### src/rtl/salu_issue.sv
// salu_issue: issue stage in front of a registered scalar ALU with a
// 2-entry result buffer and a valid/ready writeback port.
// The ALU sits outside this block. Operands go out combinationally, and
// the ALU's result comes back one cycle later. It is matched to the
// in-flight tag, then queued for writeback.
// Optional feature: define SALU_ISSUE_PERF_EN to compile in the issue and
// taken-branch performance counters. Without it, both counter ports read 0.

module salu_issue #(
    parameter int DATA_WIDTH = 32,
    parameter int DEPTH      = 2
) (
    input  logic                  clk,
    input  logic                  rst,
    input  logic                  req_valid_i,
    output logic                  req_ready_o,
    input  logic [3:0]            req_op_i,
    input  logic [DATA_WIDTH-1:0] req_rs1_i,
    input  logic [DATA_WIDTH-1:0] req_rs2_i,
    input  logic [4:0]            req_rd_i,
    output logic [DATA_WIDTH-1:0] alu_rs1_o,
    output logic [DATA_WIDTH-1:0] alu_rs2_o,
    output logic [3:0]            alu_op_o,
    input  logic [DATA_WIDTH-1:0] alu_res_i,
    input  logic                  alu_zero_i,
    input  logic                  alu_ovf_i,
    input  logic                  flush_i,
    output logic                  wb_valid_o,
    input  logic                  wb_ready_i,
    output logic [DATA_WIDTH-1:0] wb_data_o,
    output logic [4:0]            wb_rd_o,
    output logic                  wb_we_o,
    output logic                  wb_is_br_o,
    output logic                  wb_br_taken_o,
    output logic                  wb_ovf_o,
    output logic [31:0]           perf_issued_o,
    output logic [31:0]           perf_taken_o
);

    localparam logic [3:0] OP_ADD  = 4'd0;
    localparam logic [3:0] OP_SUB  = 4'd1;
    localparam logic [3:0] OP_BEQ  = 4'd10;
    localparam logic [3:0] OP_BNE  = 4'd11;
    localparam logic [3:0] OP_BLT  = 4'd12;
    localparam logic [3:0] OP_BGE  = 4'd13;
    localparam logic [3:0] OP_BLTU = 4'd14;
    localparam logic [3:0] OP_BGEU = 4'd15;

    localparam logic [2:0] DEPTH_L = 3'(DEPTH);

    // In-flight tag: describes the operation whose ALU result arrives next cycle
    logic                  tag_valid_q, tag_valid_d;
    logic [3:0]            tag_op_q, tag_op_d;
    logic [4:0]            tag_rd_q, tag_rd_d;

    // Result buffer state
    logic [1:0]            occ_q, occ_d;
    logic                  wr_ptr_q, wr_ptr_d;
    logic                  rd_ptr_q, rd_ptr_d;
    logic [DATA_WIDTH-1:0] buf_data_q [DEPTH];
    logic [DATA_WIDTH-1:0] buf_data_d [DEPTH];
    logic [3:0]            buf_op_q   [DEPTH];
    logic [3:0]            buf_op_d   [DEPTH];
    logic [4:0]            buf_rd_q   [DEPTH];
    logic [4:0]            buf_rd_d   [DEPTH];
    logic                  buf_zero_q [DEPTH];
    logic                  buf_zero_d [DEPTH];
    logic                  buf_ovf_q  [DEPTH];
    logic                  buf_ovf_d  [DEPTH];

    logic                  issue;
    logic                  push;
    logic                  pop;
    logic [2:0]            occ_after;

    logic [DATA_WIDTH-1:0] head_data;
    logic [3:0]            head_op;
    logic [4:0]            head_rd;
    logic                  head_zero;
    logic                  head_ovf;

    assign alu_rs1_o = req_rs1_i;
    assign alu_rs2_o = req_rs2_i;
    assign alu_op_o  = req_op_i;

    assign wb_valid_o = (occ_q != 2'd0);
    assign pop        = wb_valid_o & wb_ready_i;
    assign push       = tag_valid_q & ~flush_i;

    assign head_data  = buf_data_q[rd_ptr_q];
    assign head_op    = buf_op_q[rd_ptr_q];
    assign head_rd    = buf_rd_q[rd_ptr_q];
    assign head_zero  = buf_zero_q[rd_ptr_q];
    assign head_ovf   = buf_ovf_q[rd_ptr_q];

    // Accept only if the buffer can still hold the result after this cycle's pop
    always_comb begin
        occ_after   = {1'b0, occ_q} + {2'b00, tag_valid_q} - {2'b00, pop};
        req_ready_o = ~flush_i & (occ_after < DEPTH_L);
        issue       = req_valid_i & req_ready_o;
    end

    // Next-state for the in-flight tag
    always_comb begin
        tag_valid_d = issue;
        tag_op_d    = tag_op_q;
        tag_rd_d    = tag_rd_q;
        if (issue) begin
            tag_op_d = req_op_i;
            tag_rd_d = req_rd_i;
        end
    end

    // Next-state for occupancy and pointers; a flush empties the buffer after any pop
    always_comb begin
        occ_d    = occ_q;
        wr_ptr_d = wr_ptr_q;
        rd_ptr_d = rd_ptr_q;
        if (flush_i) begin
            occ_d    = 2'd0;
            wr_ptr_d = 1'b0;
            rd_ptr_d = 1'b0;
        end else begin
            case ({push, pop})
                2'b10:   occ_d = occ_q + 2'd1;
                2'b01:   occ_d = occ_q - 2'd1;
                default: occ_d = occ_q;
            endcase
            if (push) begin
                wr_ptr_d = wr_ptr_q + 1'b1;
            end
            if (pop) begin
                rd_ptr_d = rd_ptr_q + 1'b1;
            end
        end
    end

    // Write the returning ALU result into the tail entry
    always_comb begin
        buf_data_d = buf_data_q;
        buf_op_d   = buf_op_q;
        buf_rd_d   = buf_rd_q;
        buf_zero_d = buf_zero_q;
        buf_ovf_d  = buf_ovf_q;
        if (push) begin
            buf_data_d[wr_ptr_q] = alu_res_i;
            buf_op_d[wr_ptr_q]   = tag_op_q;
            buf_rd_d[wr_ptr_q]   = tag_rd_q;
            buf_zero_d[wr_ptr_q] = alu_zero_i;
            buf_ovf_d[wr_ptr_q]  = alu_ovf_i;
        end
    end

    // Decode the head entry into writeback attributes; all zero while empty
    always_comb begin
        wb_data_o     = '0;
        wb_rd_o       = 5'd0;
        wb_is_br_o    = 1'b0;
        wb_br_taken_o = 1'b0;
        wb_ovf_o      = 1'b0;
        wb_we_o       = 1'b0;
        if (wb_valid_o) begin
            wb_data_o  = head_data;
            wb_rd_o    = head_rd;
            wb_is_br_o = (head_op >= OP_BEQ);
            wb_we_o    = ~wb_is_br_o & (head_rd != 5'd0);
            wb_ovf_o   = ((head_op == OP_ADD) | (head_op == OP_SUB)) & head_ovf;
            case (head_op)
                OP_BEQ:           wb_br_taken_o = head_zero;
                OP_BNE:           wb_br_taken_o = ~head_zero;
                OP_BLT, OP_BLTU:  wb_br_taken_o = head_data[0];
                OP_BGE, OP_BGEU:  wb_br_taken_o = ~head_data[0];
                default:          wb_br_taken_o = 1'b0;
            endcase
        end
    end

    // Control registers with synchronous reset
    always_ff @(posedge clk) begin
        if (rst) begin
            tag_valid_q <= 1'b0;
            occ_q       <= 2'd0;
            wr_ptr_q    <= 1'b0;
            rd_ptr_q    <= 1'b0;
        end else begin
            tag_valid_q <= tag_valid_d;
            occ_q       <= occ_d;
            wr_ptr_q    <= wr_ptr_d;
            rd_ptr_q    <= rd_ptr_d;
        end
    end

    // Payload registers need no reset; they are only observed behind valid bits
    always_ff @(posedge clk) begin
        tag_op_q   <= tag_op_d;
        tag_rd_q   <= tag_rd_d;
        buf_data_q <= buf_data_d;
        buf_op_q   <= buf_op_d;
        buf_rd_q   <= buf_rd_d;
        buf_zero_q <= buf_zero_d;
        buf_ovf_q  <= buf_ovf_d;
    end

`ifdef SALU_ISSUE_PERF_EN
    logic [31:0] perf_issued_q, perf_issued_d;
    logic [31:0] perf_taken_q, perf_taken_d;

    // Free-running counters of issues and of taken branches leaving the buffer
    always_comb begin
        perf_issued_d = perf_issued_q + {31'd0, issue};
        perf_taken_d  = perf_taken_q + {31'd0, pop & wb_br_taken_o};
    end

    // Counter registers with synchronous reset
    always_ff @(posedge clk) begin
        if (rst) begin
            perf_issued_q <= 32'd0;
            perf_taken_q  <= 32'd0;
        end else begin
            perf_issued_q <= perf_issued_d;
            perf_taken_q  <= perf_taken_d;
        end
    end

    assign perf_issued_o = perf_issued_q;
    assign perf_taken_o  = perf_taken_q;
`else
    assign perf_issued_o = 32'd0;
    assign perf_taken_o  = 32'd0;
`endif

endmodule

### config.mk
export PLATFORM = sky130hd
export DESIGN_NAME = salu_issue
export DESIGN_NICKNAME = d
export VERILOG_FILES = /design/src/rtl/salu_issue.sv
export SDC_FILE = /design/constraint.sdc
export NUM_CORES = 1
export LEC_CHECK = 0
export BUFFER_PORTS_ARGS = -buffer_cell sky130_fd_sc_hd__clkbuf_2
export CORE_ASPECT_RATIO = 0.9
export CORE_MARGIN = 5
export CORE_UTILIZATION = 47
export CTS_CLUSTER_DIAMETER = 120
export DETAILED_ROUTE_END_ITERATION = 10
export PLACE_DENSITY = 0.95
export RECOVER_POWER = 50
export SLEW_MARGIN = 20
export SYNTH_ARGS = -nofsm -noshare
export SYNTH_HDL_FRONTEND = slang
export SYNTH_SLANG_ARGS = --single-unit
### constraint.sdc
create_clock -name clk -period 11.8 [get_ports clk]
set_clock_uncertainty 0.2 [all_clocks]
set_input_delay 1.18 -clock clk [delete_from_list [all_inputs] [get_ports clk]]
set_output_delay 1.18 -clock clk [all_outputs]
set_load 0.05 [all_outputs]
==> key figures <==
Cells and area
  • Area grow syn2layout: 1.61%
  • Final non-filler cell total: 533
  • Register Area: 2950 um^2
  • Fill cell count: 860
  • Most common cell after layout, fill and taps aside: edfxtp_1
  • Layout net count: 512
  • Final instance area: 4960 um^2
  • Most frequent cells in the layout: 95 x edfxtp_1, 64 x conb_1, 59 x clkbuf_2
  • Layout cells sized above 1: 20.3%
  • N_diodes: 0
  • Area occupied by multi-input gates: 1110 um^2

Synthesis
  • Async S/R FF share, synth: 0%
  • Seq cells post-synth: 100
  • Synthesized area: 4880 um^2
  • Yosys warnings: 0
  • Sequential element share of the synthesized area: 60.5%
  • Mapped Cells: 370
  • Post-synth cell types: 37
  • Dominant synthesized flop cell: edfxtp_1
  • Avg Synthesized Cell Area: 13.2 um^2
  • Number of flops mapped to enable cells by yosys: 95

Routing
  • DRC viols: 0
  • Drt first pass iters: 4
  • Final ANT Viol Nets: 0
  • DR iter-0 viols: 141
  • Routed wire length: 11,200 um
  • DR vias: 2,590
  • Wirelength per Cell: 21.0 um
  • Drt via density: 4.86

Power
  • Pwr per Cell Area: 150 nW/um^2
  • Max VDD drop: 129 uV
  • P_leak: 1.82 nW

Setup path
  • Slowest cell on crit path: fa_1
  • Startpoint types: primary input
  • CP endpoint kind: primary output
  • Kind of critical path: in -> out
  • Slowest cell delay on critical path: 440 ps
  • Worst-path cell chain: clkbuf_2 -> and3b_1 -> o21ai_0 -> fa_1 -> xor2_1 -> nor3b_2 -> clkbuf_2
  • Most frequent CP cell: clkbuf_2
  • Arrival time at the worst endpoint: 2840 ps
  • WP data required: 10,420 ps
  • Crit Path Max Fanout: 4
  • R2R depth: 2

Clocking
  • CTS root buffer: clkbuf_16
  • Clock Latency Late Sink: 330 ps
  • Clk sinks: 100
  • Clock-pin slew on the worst setup and hold paths: 70 ps
  • Hold Buf Count CTS: 0
  • Number of H-tree levels: 3
  • CTS tree: built
  • Clock tree buffer depth: 2
  • Resize count post-CTS: 0
  • Setup bufs post-CTS: 0
  • Total CTS buffers: 9

GRT
  • Grt ovf: 0
  • Vias in the first global route: 2,530
  • First-pass GRT wire length: 15,500 um
  • Initial antenna violation count: 0
  • Total GRT Usage: 16.3%
  • Largest net degree at the start of global routing: 44

Floorplan
  • I/O pins: 287
  • # rows: 35
  • Die height: 107 um
  • Initial Util: 47.9%
  • Core ar.: 10,200 um^2
  • Die Wd: 117 um
  • Die ar.: 12,500 um^2

Timing
  • Final Hold Fails: 0
  • Max Clk Rate: 237 MHz
  • Setup TNS: 0 ps
  • Min cycle time layout: 4220 ps
  • Setup-failing EPs final: 0
  • Fin. max-slew vios: 44
  • Fin Hold WS: 243 ps
  • Final cycle utilization of the critical path: 35.8%
  • Worst-margin pin slew: 2380 ps
  • RSZ-0062 raised after global routing: false
  • Worst slew margin: -58.9%

Placement
  • Port bufs: 94
  • Hpwl dp: 8770 um
  • DP Area: 4740 um^2
  • Placed Cells: 517
  • Routability cong.: 0.816

Run status
  • Failing checks: capacitance limit, slew limit
  • Status: finished, violations left

Hold path
  • Hold path cells: 0
  • Hold Path Class: reg -> reg

Job
  • Max-cap violation count: 1
-- cell type report --
class                           instances  area share, %
Clock inverter                          7           1.21
Clock buffer                            9           4.54
Multi-Input combinational cell        188           22.3
Sequential cell                       100           59.5
Tap cell                              129           3.25
Inverter                                4          0.303
Timing Repair Buffer                   96           8.83
-- metal layers --
metal	wire (um)	global-route usage [%]	vias to the layer above
met5	63	4.17	-
met4	103	3.23	2
met3	2260	14.8	10
met2	5730	28.2	222
met1	3040	13.7	1204
li1	-	-	1152
-- worst paths after layout --
kind | start | to | slack (ps)
hold / removal | tag_op_q[0]$_DFFE_PP_ | buf_op_q[0]$_DFFE_PP_ | 240
setup reg to reg | tag_valid_q$_SDFF_PP0_ | buf_data_q[37]$_DFFE_PP_ | 8720
hold reg to reg | tag_op_q[0]$_DFFE_PP_ | buf_op_q[0]$_DFFE_PP_ | 240
setup / recovery | wb_ready_i | req_ready_o | 7580
-- state kept, by name, indices dropped and copies added (netlist names), 2 cells and up --
register and flops:
buf_zero_q 2, occ_q 2, tag_op_q 4, buf_rd_q 10
buf_data_q 64, buf_op_q 8, tag_rd_q 5, buf_ovf_q 2
-- power breakdown --
group / total [W] / switching [W] / internal, W
registers: 0.000395 / 0.00000220 / 0.000393
clock network: 0.000276 / 0.000129 / 0.000147
logic: 0.0000730 / 0.0000647 / 0.00000826
-- cell families (layout without fill, tap and decap cells) --
kind of cell / count (synthesis) / count (layout) / synth area share [%]
compound gates: 15 / 15 / 2.18
xor+xnor: 3 / 3 / 0.538
fa+ha+maj: 1 / 1 / 0.410
buf+inv: 145 / 116 / 21.7
flops: 100 / 100 / 60.5
mux: 37 / 37 / 7.58
other cells: 1 / 64 / 0.0768
simple gates: 68 / 68 / 7.07
-- per-stage QoR --
step                util (%)  setup WS [ps]  total power [W]
global route            48.6           7490         0.000768
finish                  48.6           7580         0.000744
detailed placement      46.4           7640         0.000477
global placement        46.4           7760         0.000475
CTS                     49.2           7630         0.000749
floorplan                  -           6750         0.000539
-- synthesized netlist by cell type, types with 3 or more instances --
master	number	area, um^2
o21ai_0	3	15.0
nor2_1	42	158
nand2b_1	3	18.8
inv_1	4	15.0
or4_1	3	22.5
dfxtp_1	5	100
buf_4	136	1020
mux2i_1	37	370
edfxtp_1	95	2850
buf_2	3	15.0
a21oi_1	4	20.0
nor3_1	3	15.0
and3b_1	3	26.3
-- worst max-delay path: cells and delay by family --
kind,cells,cell delay (ps)
AND/OR/NAND/NOR,2,460
adder cells (fa/ha/maj),1,440
buffers and inverters,2,420
AO/OA/AOI/OAI,1,170
XOR/XNOR,1,170
No activity file was read; power rests on OpenSTA's default activity.
